<file path="config.mk">
export PLATFORM = sky130hd
export DESIGN_NAME = ifu_flat
export DESIGN_NICKNAME = d
export VERILOG_FILES = /design/src/rtl/ifu_if.sv /design/src/rtl/ifu.sv /design/src/flat_wrapper.sv
export SDC_FILE = /design/constraint.sdc
export NUM_CORES = 1
export LEC_CHECK = 0
export ABC_AREA = 0
export CAP_MARGIN = 20
export CELL_PAD_IN_SITES_DETAIL_PLACEMENT = 0
export CELL_PAD_IN_SITES_GLOBAL_PLACEMENT = 1
export CORE_ASPECT_RATIO = 0.6
export CORE_UTILIZATION = 36
export DETAILED_ROUTE_END_ITERATION = 8
export GPL_TIMING_DRIVEN = 0
export PLACE_DENSITY = 0.88
export SLEW_MARGIN = 20
export SYNTH_ARGS = -nofsm -noshare
export SYNTH_HDL_FRONTEND = slang
export SYNTH_SLANG_ARGS = --single-unit
</file>
<file path="constraint.sdc">
create_clock -name clk -period 4.1 [get_ports clk]
set_clock_uncertainty 0.15 [all_clocks]
set_input_delay 0.41 -clock clk [delete_from_list [all_inputs] [get_ports clk]]
set_output_delay 0.41 -clock clk [all_outputs]
set_load 0.03 [all_outputs]
</file>
<file path="src/rtl/ifu_if.sv">
// Instruction-bus bundle between the fetch unit (master) and instruction memory (slave).
interface ifu_if;
    logic        ibus_req;
    logic        ibus_gnt;
    logic [31:0] ibus_addr;
    logic        ibus_rvalid;
    logic [31:0] ibus_rdata;

    modport master (
        output ibus_req,
        output ibus_addr,
        input  ibus_gnt,
        input  ibus_rvalid,
        input  ibus_rdata
    );

    modport slave (
        input  ibus_req,
        input  ibus_addr,
        output ibus_gnt,
        output ibus_rvalid,
        output ibus_rdata
    );
endinterface

</file>
<file path="src/rtl/ifu.sv">
// Instruction fetch unit: one-outstanding-request fetch FSM with redirect and response discard.
// Optional IFU_MISALIGN_CHECK_EN traps misaligned redirect targets instead of fetching them.
module ifu #(
    parameter logic [31:0] BOOT_ADDR = 32'h0000_0000
) (
    input  logic        clk,
    input  logic        rst_n,
    ifu_if.master       ibus,
    output logic        o_fetch_valid,
    input  logic        i_fetch_ready,
    output logic [31:0] o_fetch_instr,
    output logic [31:0] o_fetch_pc,
`ifdef IFU_MISALIGN_CHECK_EN
    output logic        o_fetch_misaligned,
`endif
    input  logic        i_redirect_valid,
    input  logic [31:0] i_redirect_pc
);
    typedef enum logic [1:0] {S_REQ, S_WAIT, S_HOLD} state_t;

    state_t      r_state;
    logic [31:0] r_pc;
    logic        r_discard;
    logic        r_req;
    logic        r_fetch_valid;
    logic [31:0] r_fetch_instr;
    logic [31:0] r_fetch_pc;
    logic [31:0] w_redir_pc;
    logic        w_mis;
    logic        w_hold_lock;
    logic        w_outstanding;

`ifdef IFU_MISALIGN_CHECK_EN
    logic r_misaligned;
    assign w_redir_pc         = i_redirect_pc;
    assign w_mis              = |i_redirect_pc[1:0];
    assign w_hold_lock        = r_misaligned;
    assign o_fetch_misaligned = r_misaligned;
`else
    assign w_redir_pc  = i_redirect_pc & 32'hFFFF_FFFC;
    assign w_mis       = 1'b0;
    assign w_hold_lock = 1'b0;
`endif

    // A bus response is still owed to us after this cycle; a redirect must wait it out in WAIT.
    assign w_outstanding = (r_state == S_WAIT && !ibus.ibus_rvalid) ||
                           (r_state == S_REQ  && r_req && ibus.ibus_gnt) ||
                           (r_state == S_HOLD && r_discard && !ibus.ibus_rvalid);

    assign ibus.ibus_req  = r_req;
    assign ibus.ibus_addr = r_pc;
    assign o_fetch_valid  = r_fetch_valid;
    assign o_fetch_instr  = r_fetch_instr;
    assign o_fetch_pc     = r_fetch_pc;

    always_ff @(posedge clk or negedge rst_n) begin
        if (!rst_n) begin
            r_state       <= S_REQ;
            r_pc          <= BOOT_ADDR;
            r_discard     <= 1'b0;
            r_req         <= 1'b0;
            r_fetch_valid <= 1'b0;
            r_fetch_instr <= 32'h0;
            r_fetch_pc    <= 32'h0;
`ifdef IFU_MISALIGN_CHECK_EN
            r_misaligned  <= 1'b0;
`endif
        end else if (i_redirect_valid) begin
            r_pc          <= w_redir_pc;
            r_fetch_valid <= 1'b0;
            r_discard     <= w_outstanding;
            if (w_mis) begin
                // Misaligned target: park in HOLD presenting a trap, never touch the bus.
                r_state       <= S_HOLD;
                r_req         <= 1'b0;
                r_fetch_valid <= 1'b1;
                r_fetch_instr <= 32'h0;
                r_fetch_pc    <= w_redir_pc;
            end else if (w_outstanding) begin
                r_state <= S_WAIT;
                r_req   <= 1'b0;
            end else begin
                r_state <= S_REQ;
                r_req   <= 1'b1;
            end
`ifdef IFU_MISALIGN_CHECK_EN
            r_misaligned <= w_mis;
`endif
        end else begin
            case (r_state)
                S_REQ: begin
                    if (r_req && ibus.ibus_gnt) begin
                        r_state <= S_WAIT;
                        r_req   <= 1'b0;
                    end else begin
                        r_req <= 1'b1;
                    end
                end
                S_WAIT: begin
                    if (ibus.ibus_rvalid) begin
                        if (r_discard) begin
                            r_discard <= 1'b0;
                            r_state   <= S_REQ;
                            r_req     <= 1'b1;
                        end else begin
                            r_fetch_instr <= ibus.ibus_rdata;
                            r_fetch_pc    <= r_pc;
                            r_pc          <= r_pc + 32'd4;
                            r_fetch_valid <= 1'b1;
                            r_state       <= S_HOLD;
                        end
                    end
                end
                S_HOLD: begin
                    if (ibus.ibus_rvalid) begin
                        r_discard <= 1'b0;
                    end
                    if (i_fetch_ready && !w_hold_lock) begin
                        r_fetch_valid <= 1'b0;
                        r_state       <= S_REQ;
                        r_req         <= 1'b1;
                    end
                end
                default: begin
                    r_state <= S_REQ;
                    r_req   <= 1'b0;
                end
            endcase
        end
    end
endmodule
</file>
<file path="src/flat_wrapper.sv">
// flat-port wrapper written by rule: the top's interface ports become plain ports
module ifu_flat 
#(
    parameter logic [31:0] BOOT_ADDR = 32'h0000_0000
)
  (clk, rst_n, o_fetch_valid, i_fetch_ready, o_fetch_instr, o_fetch_pc, i_redirect_valid, i_redirect_pc, ibus_ibus_req, ibus_ibus_addr, ibus_ibus_gnt, ibus_ibus_rvalid, ibus_ibus_rdata);
  ifu_if ibus_i ();
  input  logic clk;
  input  logic rst_n;
  output logic o_fetch_valid;
  input  logic i_fetch_ready;
  output logic [31:0] o_fetch_instr;
  output logic [31:0] o_fetch_pc;
  input  logic i_redirect_valid;
  input  logic [31:0] i_redirect_pc;
  output wire logic [$bits(ibus_i.ibus_req)-1:0] ibus_ibus_req;
  output wire logic [$bits(ibus_i.ibus_addr)-1:0] ibus_ibus_addr;
  input wire logic [$bits(ibus_i.ibus_gnt)-1:0] ibus_ibus_gnt;
  input wire logic [$bits(ibus_i.ibus_rvalid)-1:0] ibus_ibus_rvalid;
  input wire logic [$bits(ibus_i.ibus_rdata)-1:0] ibus_ibus_rdata;
  assign ibus_ibus_req = ibus_i.ibus_req;
  assign ibus_ibus_addr = ibus_i.ibus_addr;
  assign ibus_i.ibus_gnt = ibus_ibus_gnt;
  assign ibus_i.ibus_rvalid = ibus_ibus_rvalid;
  assign ibus_i.ibus_rdata = ibus_ibus_rdata;
  ifu #(.BOOT_ADDR(BOOT_ADDR)) u_core (.clk(clk), .rst_n(rst_n), .ibus(ibus_i), .o_fetch_valid(o_fetch_valid), .i_fetch_ready(i_fetch_ready), .o_fetch_instr(o_fetch_instr), .o_fetch_pc(o_fetch_pc), .i_redirect_valid(i_redirect_valid), .i_redirect_pc(i_redirect_pc));
endmodule
</file>
==> Flow_metrics.wiki, run 1 <==
{| class="wikitable"
! Metric !! Value
|-
| Number of antenna violations at the first check in global routing || 0
|-
| Worst path slowest cell || sky130_fd_sc_hd__clkbuf_1
|-
| Average size of a mapped cell || roughly 12 um2
|-
| Top post-synthesis cells by area || sky130_fd_sc_hd__dfrtp_1 (55%), sky130_fd_sc_hd__mux2_2 (16%), sky130_fd_sc_hd__or4_1 (2.5%)
|-
| Critical path data required time || roughly 4200 ps
|-
| Count of final max-slew check failures || 0
|-
| Via count of the first global-routing pass || 3756
|-
| Transition at the pin with the smallest max-transition slack || roughly 710 ps
|-
| Pin count of the biggest net entering global routing || 56
|-
| Cell chain of the critical path || inv_1 > ha_1 > nand3b_4 > nor2_1 > clkbuf_1 > mux2_2
|-
| Cell taking the most area after synthesis || sky130_fd_sc_hd__dfrtp_1
|-
| Overall die width || about 150 um
|-
| Worst min path class || flip-flop to flip-flop
|-
| FP Rows || 30
|-
| Maximum net fanout on the critical path || 10
|-
| Final number of hold-violating endpoints || 0
|-
| Violation count after the first detailed-route iteration || 230
|-
| Clock tree from TritonCTS || built
|-
| Number of routed nets with antenna violations || 0
|-
| Number of ports placed on the die boundary || between 150 and 200
|-
| Post-route clock period utilization || 0.701
|-
| Initial cell density of the core || 0.381
|-
| Number of flip-flops and latches in the synthesized netlist || 97
|-
| # DRC || 0
|-
| Post-synthesis async set-or-reset flop share || 1.00
|-
| Placer congestion estimate || around 0.78
|-
| Max VDD drop || 0.476 mV
|-
| Number of different library cells in the post-synthesis netlist || 43
|-
| Leading register cell type out of synthesis || sky130_fd_sc_hd__dfrtp_1
|-
| Port Buf Inserts || 160
|-
| Final instance count without filler cells || ~720
|-
| Filler instances || approximately 980
|-
| Area inside the core boundary || about 0.012 mm2
|-
| Hold path startpoint || u_core.o_fetch_pc[20]
|-
| Clock tree buffer depth || 2
|-
| Tot GR Track Use || 0.201
|-
| Clock latency at the later pin of the worst-skew pair || ~350 ps
|-
| Total clock sinks || 97
|-
| Final-stage net count || between 600 and 700
|-
| Critical path capture point type || flip-flop
|-
| Via count || about 3700
|-
| Synth-to-layout area growth || 48.4%
|-
| Inserted Clock Buffers || 9
|-
| Buffer cell driving the clock tree root || sky130_fd_sc_hd__clkbuf_16
|-
| Critical R2R Launch || u_core.r_state[1]
|-
| Total placed cells including tap cells || 701
|-
| Maximum operating frequency || ~350 MHz
|-
| Source of the critical timing path || u_core.r_state[1]
|-
| Power density cells || about 690 mW/mm2
|-
| Setup repair after global routing missed its margin || no
|-
| Count of instances resized after the clock tree is built || 0
|-
| Lkg Pwr || ~2.6 nW
|-
| Total power after layout || roughly 4.5 mW
|-
| Wire length per cell || between 15 and 20 um
|-
| Remaining global-route overflow || 0
|-
| Number of max-cap violations || 0
|-
| Mapped Cells || approximately 380
|-
| Number of search-and-repair iterations in the first detailed-routing pass || 4
|-
| Sequential element share of the synthesized area || 0.548
|-
| Run status || finished clean
|-
| Crit path DAT || 2950 ps
|-
| Warning count from the yosys run || 0
|-
| Sum of routed wire length over all layers || ~13 mm
|-
| Via/cell ratio || ~5.2
|-
| Area of the die || ~0.013 mm2
|-
| Depth of the CTS H-tree || 3
|-
| Wire length of the first global-routing pass || just under 20 mm
|-
| Layout cell share with drive strength beyond 1 || 0.158
|-
| Post-DP HPWL || around 9 mm
|-
| Slowest cell delay on critical path || between 600 and 700 ps
|-
| Worst-path clk slew || 70 ps
|-
| Vertical extent of the die || 87.9 um
|-
| Number of buffers inserted for hold repair after clock tree synthesis || 1
|-
| Area share of the largest cell type after synthesis || 0.548
|-
| Count of flip-flops with a built-in enable after synthesis || 0
|-
| Post-synthesis instance area || around 0.0044 mm2
|-
| Relative slew slack || 0.530
|-
| Kind of start point of the critical path || flip-flop
|-
| Setup violations, final || 0
|-
| Diode insertion count for antenna repair || 0
|-
| Postcts setup bufs || 0
|-
| Type of the worst setup path || flip-flop to flip-flop
|-
| Time the worst path needs with I/O delays and setup || 2870 ps
|}
==> state kept, by name, summed over array words and instances, names as in the netlist <==
signal	cells
u_core.ibus.ibus_addr	30
u_core.ibus.ibus_req	1
u_core.o_fetch_instr	32
u_core.o_fetch_pc	30
u_core.o_fetch_valid	1
u_core.r_discard	1
u_core.r_state	2
==> layout by cell type (no fill, tap or decap), drive strengths merged, types with 10 or more instances in the layout <==
cell           synthesis  final
inv                    8     10
o21ai                 16     16
nand2                 26     26
clkbuf                18     27
clkdlybuf4s50          0    159
nor2                  21     21
mux2                  62     62
o31ai                 13     13
or4                   16     16
nand3                 13     13
dfrtp                 97     97
a31oi                 17     17
==> where the power goes <==
group,internal [mW],switching (mW)
Sequential,1.31,0.239
Combinational,0.997,1.15
Clock,0.473,0.371
==> final cells by class <==
| class | instances | area (um2) | area share |
|---|---|---|---|
| multi-input cells | 251 | 1870 | 0.284 |
| repair buffers | 162 | 1640 | 0.249 |
| clock buffers | 9 | 225 | 0.0343 |
| inverters | 8 | 30.0 | 0.00457 |
| clock inverters | 6 | 67.6 | 0.0103 |
| plain buffers | 24 | 114 | 0.0173 |
| flip-flops and latches | 97 | 2430 | 0.369 |
| well taps | 160 | 200 | 0.0304 |
==> worst paths after layout <==
path | end | cells past startpoint | slack (ps)
worst max-delay path | u_core.o_fetch_pc[11] | 6 | 1230
worst min-delay path | u_core.o_fetch_pc[20] | 1 | 360
worst max register to register | u_core.o_fetch_pc[11] | 6 | 1230
worst min register to register | u_core.o_fetch_pc[20] | 1 | 360
max in group asynchronous | u_core.o_fetch_instr[28] | 3 | 2780
min in group asynchronous | u_core.o_fetch_pc[15] | 2 | 410
==> logic make-up after synthesis <==
kind of cell / count (synthesis) / synth area share
compound gates: 61 / 0.0907
fa+ha+maj: 5 / 0.0141
other cells: 1 / 0.000846
mux: 64 / 0.162
xor+xnor: 9 / 0.0178
simple gates: 108 / 0.134
flops: 97 / 0.548
buf+inv: 32 / 0.0325
==> metal layers <==
layer | vias up | wire length [um] | track usage
met4 | 0 | 111 | 0.0507
met5 | - | 0 | 0
li1 | 1728 | - | -
met2 | 149 | 5570 | 0.317
met3 | 12 | 1170 | 0.0818
met1 | 1828 | 5760 | 0.260
==> critical path, delay by kind of cell, from the launching register on <==
family	cells	cell delay, ps
buf+inv	2	730
simple gates	2	720
flops	1	420
mux	1	410
fa+ha+maj	1	330
==> Yosys cell counts, drive strengths merged (3+ instances only) <==
library cell  number
or3                4
inv                8
nand3             13
xnor2              5
o211ai             3
ha                 5
xor2               4
and4               5
a31oi             17
mux2              62
dfrtp             97
buf                6
nor2              21
o21ai             16
nor3               4
nand4              8
nand2             26
or4               16
o31ai             13
and3               3
clkbuf            18
==> metrics by stage <==
step | instance area, um2 | hold WS, ps | util | worst slack [ps] | TNS, ps
after global placement | 6240 | 339 | 0.537 | -1150 | -110710
final | 6580 | 355 | 0.565 | 1230 | 0
after detailed placement | 6270 | 205 | 0.539 | 1030 | 0
after floorplan | 4440 | -35.6 | - | 1770 | 0
after global routing | 6580 | 363 | 0.565 | 1020 | 0
after CTS | 6580 | 359 | 0.565 | 1190 | 0
(Power assumes the default switching activity.)
==> inputs of run 2 (changes only) <==
CORE_UTILIZATION = 34   (was 36)
PLACE_DENSITY = 0.84   (was 0.88)
clock period = 2.8 ns   (was 4.1 ns; I/O delays follow)
==> Flow_metrics.wiki, run 2 (synthesized netlist as in run 1, its figures left out) <==
{| class="wikitable"
! Metric !! Value
|-
| Run status || finished clean
|-
| # DRC || 0 (unchanged)
|-
| Max VDD drop || 0.558 mV (+17%)
|-
| Kind of start point of the critical path || flip-flop
|-
| Placer congestion estimate || 0.862 (+9.9%)
|-
| Commonest non-fill, non-tap cell in the layout || sky130_fd_sc_hd__clkdlybuf4s50_1
|-
| Power density cells || 1010 mW/mm2 (+46%)
|-
| Clock tree buffer depth || 2 (unchanged)
|-
| Number of routed nets with antenna violations || 0 (unchanged)
|-
| Terminus of the critical flop-to-flop path || u_core.ibus.ibus_addr[27]
|-
| Via/cell ratio || 5.11 (-1.4%)
|-
| Wire length per cell || 17.2 um (-2.3%)
|-
| Largest delay contributor family on the critical path || simple AND/OR/NAND/NOR gates
|-
| Number of max-cap violations || 0 (unchanged)
|-
| Post-DP HPWL || 9.10 mm (-1.1%)
|-
| Final standard cell area without fillers || 0.00660 mm2 (+0.34%)
|-
| Clock latency at the later pin of the worst-skew pair || 340 ps (about the same)
|-
| Largest register FFs || 32 (unchanged)
|-
| Setup violations, final || 0 (unchanged)
|-
| R2r setup slk || 220 ps (-1010 ps)
|-
| Via count of the first global-routing pass || 3708 (-1.3%)
|-
| FP Rows || 31 (+3.3%)
|-
| Violation count after the first detailed-route iteration || 148 (-36%)
|-
| Count of final max-slew check failures || 0 (unchanged)
|-
| Maximum net fanout on the critical path || 19 (+9)
|-
| Area of the die || 0.0135 mm2 (+5.8%)
|-
| Number of ports placed on the die boundary || 168 (unchanged)
|-
| Tot GR Track Use || 0.193 (-0.00826)
|-
| Inserted Clock Buffers || 9 (unchanged)
|-
| Diode insertion count for antenna repair || 0 (unchanged)
|-
| Worst-path clk slew || 70 ps (about the same)
|-
| Time the worst path needs with I/O delays and setup || 2580 ps (-290 ps)
|-
| Transition at the pin with the smallest max-transition slack || 606 ps (-99.0 ps)
|-
| Depth of the CTS H-tree || 3 (unchanged)
|-
| Relative slew slack || 0.596 (+0.0660)
|-
| Area inside the core boundary || 0.0124 mm2 (+6.3%)
|-
| Number of search-and-repair iterations in the first detailed-routing pass || 4 (unchanged)
|-
| Cells on worst reg2reg path || 7 (+1)
|-
| Final number of hold-violating endpoints || 0 (unchanged)
|-
| Total clock sinks || 97 (unchanged)
|-
| Minimum setup slack after placement || -73.3 ps (-1110 ps)
|-
| Number of antenna violations at the first check in global routing || 0 (unchanged)
|-
| Critical path capture point type || flip-flop
|-
| Lkg Pwr || 2.64 nW (+0.12%)
|-
| Crit path DAT || 2700 ps (-250 ps)
|-
| Clock tree from TritonCTS || built
|-
| Maximum operating frequency || 387 MHz (+11%)
|-
| Remaining global-route overflow || 0 (unchanged)
|-
| Vertical extent of the die || 90.4 um (+2.8%)
|-
| Pin count of the biggest net entering global routing || 78 (+39%)
|-
| Via count || 3690 (-0.73%)
|-
| Post-route clock period utilization || 0.923 (+0.222)
|-
| Cell chain of the critical path || inv_1 > ha_2 > nand3b_4 > or4_4 > buf_6 > or4_1 > a31oi_1
|-
| Overall die width || 149 um (+2.9%)
|-
| Fin Setup TNS || 0 ps (unchanged)
|-
| Buffer cell driving the clock tree root || sky130_fd_sc_hd__clkbuf_16
|-
| Total power after layout || 6.67 mW (+47%)
|-
| Initial cell density of the core || 0.358 (-0.0227)
|-
| DP Area || 0.00628 mm2 (about the same)
|-
| Critical R2R Launch || u_core.r_state[1]
|-
| Setup repair after global routing missed its margin || no
|-
| Final-stage net count || 627 (-0.16%)
|-
| Port Buf Inserts || 160 (unchanged)
|-
| Wire length of the first global-routing pass || 20.0 mm (+0.84%)
|-
| Sum of routed wire length over all layers || 12.4 mm (-1.6%)
|-
| Layout cell share with drive strength beyond 1 || 0.165 (+0.00718)
|-
| Total buffers and inverters traversed by the critical path || 2 (unchanged)
|-
| Slowest cell delay on critical path || 600 ps (about the same)
|-
| Worst path slowest cell || sky130_fd_sc_hd__or4_4
|-
| Postcts setup bufs || 0 (unchanged)
|-
| Type of the worst setup path || flip-flop to flip-flop
|-
| Synth-to-layout area growth || 48.9%
|-
| Worst min path class || input pin to async pin
|-
| Fin worst setup slack || 215 ps (-1010 ps)
|-
| Most frequent cells in the layout || sky130_fd_sc_hd__clkdlybuf4s50_1 (159), sky130_fd_sc_hd__dfrtp_1 (97), sky130_fd_sc_hd__mux2_2 (62)
|-
| Critical path data required time || 2920 ps (-1250 ps)
|}
-- run 2: metal layers --
| metal | vias up | track usage | wire [um] |
|---|---|---|---|
| met1 | 1795 | 0.250 | 5610 |
| met2 | 153 | 0.292 | 5410 |
| met4 | 0 | 0.0425 | 106 |
| li1 | 1732 | - | - |
| met5 | - | 0 | 0 |
| met3 | 10 | 0.0884 | 1280 |
-- run 2: worst reg2reg max path: stages (launching register included) --
cell and delay, ps:
sky130_fd_sc_hd__dfrtp_1 430, sky130_fd_sc_hd__inv_1 120, sky130_fd_sc_hd__ha_2 280, sky130_fd_sc_hd__nand3b_4 160, sky130_fd_sc_hd__or4_4 600, sky130_fd_sc_hd__buf_6 190, sky130_fd_sc_hd__or4_1 400, sky130_fd_sc_hd__a31oi_1 190
-- run 2: metrics by stage --
stage               utilization  hold WS, ps  instances
finish                    0.533          187        722
global placement          0.505          339        705
CTS                       0.533          181        723
detailed placement        0.507        -12.9        706
global route              0.533          197        722
floorplan                     -         -166        380
-- run 2: repair_timing --
item                                   4_1_cts  5_1_grt
setup endpoints to repair                   38        7
hold buffers                                 1        0
cloned                                       0        0
endpoints found under the hold margin       97        0
gates resized for setup                      3        2
-- run 2: report_power, final --
| group | switching [mW] | internal, mW | total, mW |
|---|---|---|---|
| clock network | 0.564 | 0.701 | 1.26 |
| logic | 1.67 | 1.46 | 3.13 |
| registers | 0.349 | 1.92 | 2.27 |
-- run 2: area by class of cell --
cell class / instances / area, um2
inverter: 8 / 30.0
multi-input combinational: 251 / 1890
clock buffer: 11 / 233
fill: 1052 / 5780
sequential: 97 / 2430
timing repair buffer: 162 / 1640
tap: 165 / 206
clock inverter: 5 / 63.8
buffer: 23 / 111
-- run 2: worst max path at each step --
stage	start	end	slack [ps]	depth (start not counted)
finish	u_core.r_state[1]	u_core.ibus.ibus_addr[27]	220	7
global route	u_core.r_state[1]	u_core.o_fetch_pc[14]	70	6
CTS	u_core.r_state[1]	u_core.ibus.ibus_addr[17]	60	8
detailed placement	ibus_ibus_rvalid	u_core.o_fetch_pc[28]	-70	5
global placement	rst_n	u_core.o_fetch_instr[19]	-2350	1
floorplan	u_core.r_state[1]	u_core.ibus.ibus_addr[17]	470	8
